File: src/rtl/pc_next_unit.sv
// pc_next_unit
// ------------
// Program-counter register and branch-resolution stage of the RV32 core.
// Resolves BGE/BNE branches from the ALU flags, selects the next PC source,
// holds the PC register, and runs a fixed-length flush window after every
// redirect so that wrong-path instructions already fetched are squashed.
//
// Optional feature macro: PC_MISALIGN_CHECK_EN
//   defined   : a taken branch to a target with [1:0] != 0 is not followed;
//               o_misaligned is set (sticky until reset) and the FSM halts.
//   undefined : target bits [1:0] are forced to zero on load, o_misaligned
//               is tied to 0 and no HALT state exists.
//
// Parameters:
//   RESET_PC      PC value loaded on reset.
//   FLUSH_CYCLES  cycles o_flush stays high after a redirect (1..7).
//
// Ports:
//   i_clk            core clock, rising edge
//   i_reset          synchronous active-high reset
//   i_stall          hazard stall; freezes PC and flush counter
//   i_branch         decoded instruction is a conditional branch
//   i_encoded_branch branch kind: 0 = BGE, 1 = BNE (may be X if i_branch=0)
//   i_zero           rs1 == rs2
//   i_less           signed rs1 < rs2
//   i_branch_target  branch target address from EX
//   o_pc             registered program counter (fetch address)
//   o_pc_plus4       combinational PC + 4 (modulo 2^32)
//   o_pc_source      combinational; 1 = next PC is the branch target
//   o_flush          registered; squash IF/ID and ID/EX
//   o_misaligned     sticky misaligned-target flag
module pc_next_unit #(
  parameter logic [31:0] RESET_PC     = 32'h0000_0000,
  parameter int unsigned FLUSH_CYCLES = 2
) (
  input  logic        i_clk,
  input  logic        i_reset,
  input  logic        i_stall,
  input  logic        i_branch,
  input  logic        i_encoded_branch,
  input  logic        i_zero,
  input  logic        i_less,
  input  logic [31:0] i_branch_target,
  output logic [31:0] o_pc,
  output logic [31:0] o_pc_plus4,
  output logic        o_pc_source,
  output logic        o_flush,
  output logic        o_misaligned
);

  localparam int unsigned      CNT_W    = $clog2(FLUSH_CYCLES + 1);
  localparam logic [CNT_W-1:0] CNT_LOAD = CNT_W'(FLUSH_CYCLES - 1);
  localparam logic [CNT_W-1:0] CNT_ZERO = {CNT_W{1'b0}};
  localparam logic [CNT_W-1:0] CNT_ONE  = CNT_W'(1);

  typedef enum logic [1:0] {
    ST_RUN   = 2'b00,
`ifdef PC_MISALIGN_CHECK_EN
    ST_HALT  = 2'b10,
`endif
    ST_FLUSH = 2'b01
  } state_t;

  state_t            r_state;
  state_t            w_state_next;
  logic [31:0]       r_pc;
  logic [31:0]       w_pc_next;
  logic [31:0]       w_pc_plus4;
  logic [31:0]       w_target;
  logic [CNT_W-1:0]  r_cnt;
  logic [CNT_W-1:0]  w_cnt_next;
  logic              r_flush;
  logic              w_taken;
  logic              w_run_go;
  logic              w_redirect;
  logic              w_halt_req;

  // Gate on i_branch first so an X branch kind cannot leak into taken.
  assign w_taken    = i_branch ? (i_encoded_branch ? ~i_zero : ~i_less) : 1'b0;
  assign w_run_go   = (r_state == ST_RUN) & ~i_stall & w_taken;
  assign w_pc_plus4 = r_pc + 32'd4;
  // Low bits are always cleared; in the checked build a misaligned target
  // never reaches the load path anyway.
  assign w_target   = i_branch_target & 32'hFFFF_FFFC;

`ifdef PC_MISALIGN_CHECK_EN
  assign w_halt_req = w_run_go & (i_branch_target[1:0] != 2'b00);
`else
  assign w_halt_req = 1'b0;
`endif
  assign w_redirect = w_run_go & ~w_halt_req;

  // State register plus PC, flush counter and registered Flush.
  always_ff @(posedge i_clk) begin
    if (i_reset) begin
      r_state <= ST_RUN;
      r_pc    <= RESET_PC;
      r_cnt   <= CNT_ZERO;
      r_flush <= 1'b0;
    end else begin
      r_state <= w_state_next;
      r_pc    <= w_pc_next;
      r_cnt   <= w_cnt_next;
      r_flush <= (w_state_next == ST_FLUSH);
    end
  end

  // Next-state logic.
  always_comb begin
    w_state_next = r_state;
    case (r_state)
      ST_RUN: begin
        if (w_halt_req) begin
`ifdef PC_MISALIGN_CHECK_EN
          w_state_next = ST_HALT;
`else
          w_state_next = ST_RUN;
`endif
        end else if (w_redirect) begin
          w_state_next = ST_FLUSH;
        end else begin
          w_state_next = ST_RUN;
        end
      end
      ST_FLUSH: begin
        // Branch inputs belong to squashed instructions and are ignored here.
        if (!i_stall && (r_cnt == CNT_ZERO)) begin
          w_state_next = ST_RUN;
        end else begin
          w_state_next = ST_FLUSH;
        end
      end
`ifdef PC_MISALIGN_CHECK_EN
      ST_HALT: begin
        w_state_next = ST_HALT;
      end
`endif
      default: begin
        w_state_next = ST_RUN;
      end
    endcase
  end

  // Datapath outputs: next PC and flush counter.
  always_comb begin
    w_pc_next  = r_pc;
    w_cnt_next = r_cnt;
    case (r_state)
      ST_RUN: begin
        if (i_stall) begin
          w_pc_next = r_pc;
        end else if (w_redirect) begin
          w_pc_next  = w_target;
          w_cnt_next = CNT_LOAD;
        end else if (w_halt_req) begin
          w_pc_next = r_pc;
        end else begin
          w_pc_next = w_pc_plus4;
        end
      end
      ST_FLUSH: begin
        if (i_stall) begin
          w_pc_next = r_pc;
        end else begin
          w_pc_next = w_pc_plus4;
          if (r_cnt != CNT_ZERO) begin
            w_cnt_next = r_cnt - CNT_ONE;
          end else begin
            w_cnt_next = r_cnt;
          end
        end
      end
      default: begin
        w_pc_next = r_pc;
      end
    endcase
  end

`ifdef PC_MISALIGN_CHECK_EN
  logic r_misaligned;

  // Sticky misaligned flag, cleared only by reset.
  always_ff @(posedge i_clk) begin
    if (i_reset) begin
      r_misaligned <= 1'b0;
    end else if (w_halt_req) begin
      r_misaligned <= 1'b1;
    end else begin
      r_misaligned <= r_misaligned;
    end
  end

  assign o_misaligned = r_misaligned;
`else
  assign o_misaligned = 1'b0;
`endif

  assign o_pc        = r_pc;
  assign o_pc_plus4  = w_pc_plus4;
  assign o_pc_source = w_redirect;
  assign o_flush     = r_flush;

endmodule

File: config.mk
export PLATFORM = sky130hd
export DESIGN_NAME = pc_next_unit
export DESIGN_NICKNAME = d
export VERILOG_FILES = /design/src/rtl/pc_next_unit.sv
export SDC_FILE = /design/constraint.sdc
export NUM_CORES = 1
export LEC_CHECK = 0
export CORE_MARGIN = 2
export CORE_UTILIZATION = 46
export CTS_CLUSTER_DIAMETER = 50
export DETAILED_ROUTE_END_ITERATION = 8
export GPL_TIMING_DRIVEN = 0
export PLACE_DENSITY = 0.87
export SLEW_MARGIN = 20
export SYNTH_ARGS = -nofsm -noshare
export SYNTH_HDL_FRONTEND = slang
export SYNTH_SLANG_ARGS = --single-unit
File: constraint.sdc
create_clock -name i_clk -period 3.2 [get_ports i_clk]
set_clock_uncertainty 0.1 [all_clocks]
set_input_delay 0.48 -clock i_clk [delete_from_list [all_inputs] [get_ports i_clk]]
set_output_delay 0.48 -clock i_clk [all_outputs]
set_load 0.005 [all_outputs]
* Word level (Yosys, flattened, before mapping)
Cells that the tools add are included.
Widths: inputs -> output; s select.
** Cells by class
- $add $sub $neg :: 2
- Equal/unequal tests :: 6
- Mux-type cells :: 14
- Bitwise logic cells :: 5
- Reductions and logical operators :: 8
** Operators with widths (number)
- $mux 32 :: 3
- $pmux 32 s2 :: 1
- $add 32x3->32 const B :: 1
- $mux 2 :: 4
- $ne 2x2->1 const B :: 4
- $pmux 2 s2 :: 2
- $reduce_and 5->1 :: 1
- $eq 2x1->1 const B :: 2
- $logic_not 2->1 :: 2
- $mux 1 :: 4
- $reduce_bool 2->1 :: 2
- $not 1->1 :: 3
- $reduce_and 3->1 :: 1
- $and 1x1->1 :: 2
- $sub 2x1->2 const B :: 1
- $logic_and 1x1->1 :: 1
- $logic_not 1->1 :: 1
** Storage, ports and cells
- Register bits :: 37
- Input port bits :: 39
- Output and inout port bits :: 67
- Word-level logic and storage cells :: 39

* Depth between registers and ports, before layout
- Depth after elaboration :: 7
- Mapped depth :: 8

* Worst setup path before layout
Ideal clock, no wire load.
- Kind :: register to output
- Start :: register r_pc[24], in the netlist o_pc[24]
- End :: output o_pc_plus4[31]
- Data arrival time :: 1.666 ns
- Required time :: 2.620 ns
- Slack :: 0.954 ns
- Cell stages (with the launch flop) :: 6
- Path through :: dfxtp_1 -> clkdlybuf4s25_1 -> and4_1 -> nand4_1 -> nor4_1 -> xor2_1
** On the way
- Cells in the longest elaborated chain, start to end :: 1
** RTL lines
- start: declaration :: line 66 : logic [31:0] r_pc;
- start signal: assignment :: line 102 : r_pc <= w_pc_next;
- $add 32x3->32 :: line 81 : assign w_pc_plus4 = r_pc + 32'd4;
- end: declaration :: line 45 : output logic [31:0] o_pc_plus4,
No other way between the ends.

* Worst setup path after layout
- Start :: register r_pc[4], in the netlist o_pc[4]
- End :: output o_pc_plus4[19]
Same word-level chain as after synthesis.

==> results.txt <==
- Area of the mapped netlist: about 2400 sq um
- The detail route stage leaves a number of antenna-violating nets equal to 0.
- CTS built an H-tree with a depth of 2.
- Summed over all cells, the static leakage comes to about 1.3 nW.
- Clock-pin slew was measured on the worst setup and hold paths at ~0.07 ns.
* Setup slack after layout: -0.00856 ns
* Slew at the pin with the worst max-slew slack: between 0.6 and 0.7 ns
- CP peak stage delay: between 0.5 and 0.6 ns
- Post-Place Cell Area: 3500 sq um
- Num CTS Buffers: 5
- The final critical path takes up 100% of the cycle.
* Clock tree root buffer cell: clkbuf_8
- In this run the tightest slew margin relative to its limit is 55.4%.
- Sequential element share of the synthesized area: between 20% and 30%
- The final route contains ~3.0k vias.
- Post-Route WL: 8730 um
* Number of enable flip-flop cells after synthesis: 0
* I/O Pins: roughly 110
* Detailed Route Iter0 Violations: between 300 and 400
* CP Class: flop to output port
* Detail-routed net length per standard cell: 17.6 um
* Number of buffer and inverter stages on the critical path: 2
- Sorting the synthesized cells by how often they occur yields dfxtp_1 (33), nand2_1 (31), a21oi_1 (23).
- At the end of routability-driven placement, the weighted congestion stood at just under 1.
- The region available for standard cell placement spans 5070 sq um.
- Min-Delay Path Class: flop to flop
* Ratio of cells with drive above 1 in the final layout: ~12%
- In this design, the critical path's most frequently occurring cell is nand4_1.
- The first global-routing pass estimated ~14000 um of wire.
- Overall power consumption after layout is estimated at approximately 1.1 mW.
- For the finished layout, the period the worst path requires is 3.21 ns.
- Along the worst path, the maximum fanout reaches 8.
- The hold violation count in the final report was 0.
* TritonCTS clock tree: yes
- In the synthesized netlist the async set-or-reset flop fraction comes to 0%.
- Using the TritonRoute via totals, the vias-per-cell ratio works out to between 6 and 7.
* Post-Syn Area per Cell: around 7.6 sq um
* Distinct cell type count of the synthesized netlist: 45
- Final instance area: about 3700 sq um
- Max_cap viols: 0
* Antenna cells: 0
- Cell Count Post-Placement: approximately 500
* Data required time at the worst endpoint: roughly 2.6 ns
- For this design, the CTS-stage hold fixing added 0 buffers.
- Power spread over the standard cell area amounts to ~290 nW/um^2.
* Setup repair after global routing missed its margin: true
- The Yosys step of the flow raised 0 warnings.
- Max rail drop VDD: 200 uV
- Critical path data arrival time: roughly 2.6 ns
- Of the post-synthesis cell area, the dominant cell type holds 27.4%.
* Startpoint type of the worst setup path: flop
- HPWL after detailed placement: between 6000 and 7000 um
* Post-synth top flop: dfxtp_1
* Count of endpoints failing setup in the final report: 1
* Net count, final: approximately 470
* Placement Setup Slack: -0.101 ns
- The number of antenna violations at the first check in global routing was 0.
- Gr ovfl total: 0
* Max Freq: about 0.31 GHz
- During placement, the flow inserted port buffers numbering 98.
- Entering global routing, the biggest net connects 16 pins.
- Num rows: 26
- Vias in the first global route: about 2.9k
- The final reports fail on negative setup slack.
* Worst Hold Slack: between 0.4 and 0.5 ns
* Count of final max-slew check failures: 0
* Clk buf depth: 2
- The critical path goes through clkbuf_4 -> nand4_1 -> nor3_2 -> nand4_1 -> xnor2_1 -> clkdlybuf4s50_1.
- Post-CTS timing repair inserted 0 buffers for setup.
- Total GRT Usage: about 29%
- By instance count, the leading cell after synthesis is dfxtp_1.
- Die Span Y: between 70 and 80 um
- After detailed routing, the number of remaining DRC violations is 0.
* Die area: 5850 sq um
- The largest individual stage delay along the critical path comes from the cell nor3_2.
- Outcome: complete, but fails checks
- The largest total area in the synthesized netlist belongs to dfxtp_1.
- The die is approximately 76 um wide.
- Number of standard cells after synthesis: 318
- Clock insertion delay at the later pin of the skew report: 0.29 ns
- The first TritonRoute pass finished after 5 iterations.
- Category of cells accounting for the largest share of critical-path delay: simple AND/OR/NAND/NOR gates
* Most area-consuming cells after synthesis: dfxtp_1 (27%), xnor2_1 (7.6%), nand2_1 (4.8%)
- Initial standard-cell utilization of the core: 47.6%
* Final cell count without fillers: roughly 500
- Clock tree synthesis found a total of 33 sinks.
* Total of flip-flops plus latches after synthesis: 33
- Synth-to-Final Area Change: 52.2%
* CP Capture Type: output port
## stage by stage
step                      setup TNS, ns  utilization (%)
after detailed placement         -0.101             68.9
after global placement           -0.109             68.9
after CTS                      -0.00336             71.3
after global routing             -0.556             72.4
after floorplan                       0                -
final                          -0.00856             72.4
## final timing paths
kind	slack, ns	cells past startpoint	to	from
worst max-delay path	-0.009	6	o_pc_plus4[19]	o_pc[4]$_SDFFE_PP0P_
worst min-delay path	0.40	2	r_cnt[1]$_SDFFE_PP0P_	r_cnt[1]$_SDFFE_PP0P_
worst max register to register	0.76	6	o_pc[21]$_SDFFE_PP0P_	o_pc[4]$_SDFFE_PP0P_
worst min register to register	0.40	2	r_cnt[1]$_SDFFE_PP0P_	r_cnt[1]$_SDFFE_PP0P_
## registers in the layout (all words and copies together), names as in the netlist
register / count
o_pc: 30
r_cnt: 2
o_flush: 1
## layout by cell type, fill, tap and decap left out, drive strengths merged, types with 2 or more instances in the layout
cell type and count:
a21o 11, a21oi 23, a22o 2, a22oi 10
a31oi 13, and3 10, and4 3, buf 11
clkbuf 22, clkdlybuf4s50 98, conb 5, dfxtp 33
ha 2, inv 9, nand2 31, nand3 19
nand3b 3, nand4 9, nor2 17, nor3 9
nor4 6, o211ai 4, o21ai 14, o31a 2
o32ai 4, or3 11, or4 6, xnor2 21
xor2 7
## layer usage
layer / routed length [um] / track usage (%)
met5: 0 / 0
met2: 4300 / 51.2
met1: 3320 / 34.3
met3: 845 / 6.87
met4: 267 / 12.5
## repair_timing
action,in CTS,in global routing
hold endpoints to repair,0,0
resized for setup,5,21
setup endpoints to repair,7,16
## worst register-to-register path, stage by stage, from the launching register on
cell      delay (ns)
dfxtp_1         0.33
clkbuf_4        0.18
nand4_1         0.21
nor3_2          0.55
nand4_1         0.29
or4_1           0.53
a31oi_1         0.18
## cell type report
cell class	count	area, sq um
fill	433	1400
clock inverter	1	5.00
buffer	26	170
sequential	33	672
inverter	10	41.3
timing repair buffer	98	981
clock buffer	7	96.3
multi-input combinational	251	1620
tap	70	87.6
## cell families (layout without fill, tap and decap cells)
kind of cell	count (synthesis)	count (layout)	synth area share, %
AO/OA/AOI/OAI	88	88	23.6
multiplexers	1	1	0.415
other	1	5	0.155
adder cells (fa/ha/maj)	2	2	1.04
AND/OR/NAND/NOR	127	127	28.4
flip-flops	33	33	27.4
buffers and inverters	38	142	8.86
XOR/XNOR	28	28	10.2
## power breakdown
part | internal, mW | switching (mW)
sequential | 0.429 | 0.0301
clock | 0.195 | 0.170
combinational | 0.145 | 0.105
total | 0.769 | 0.305
Power figures use the tool's default switching activity.
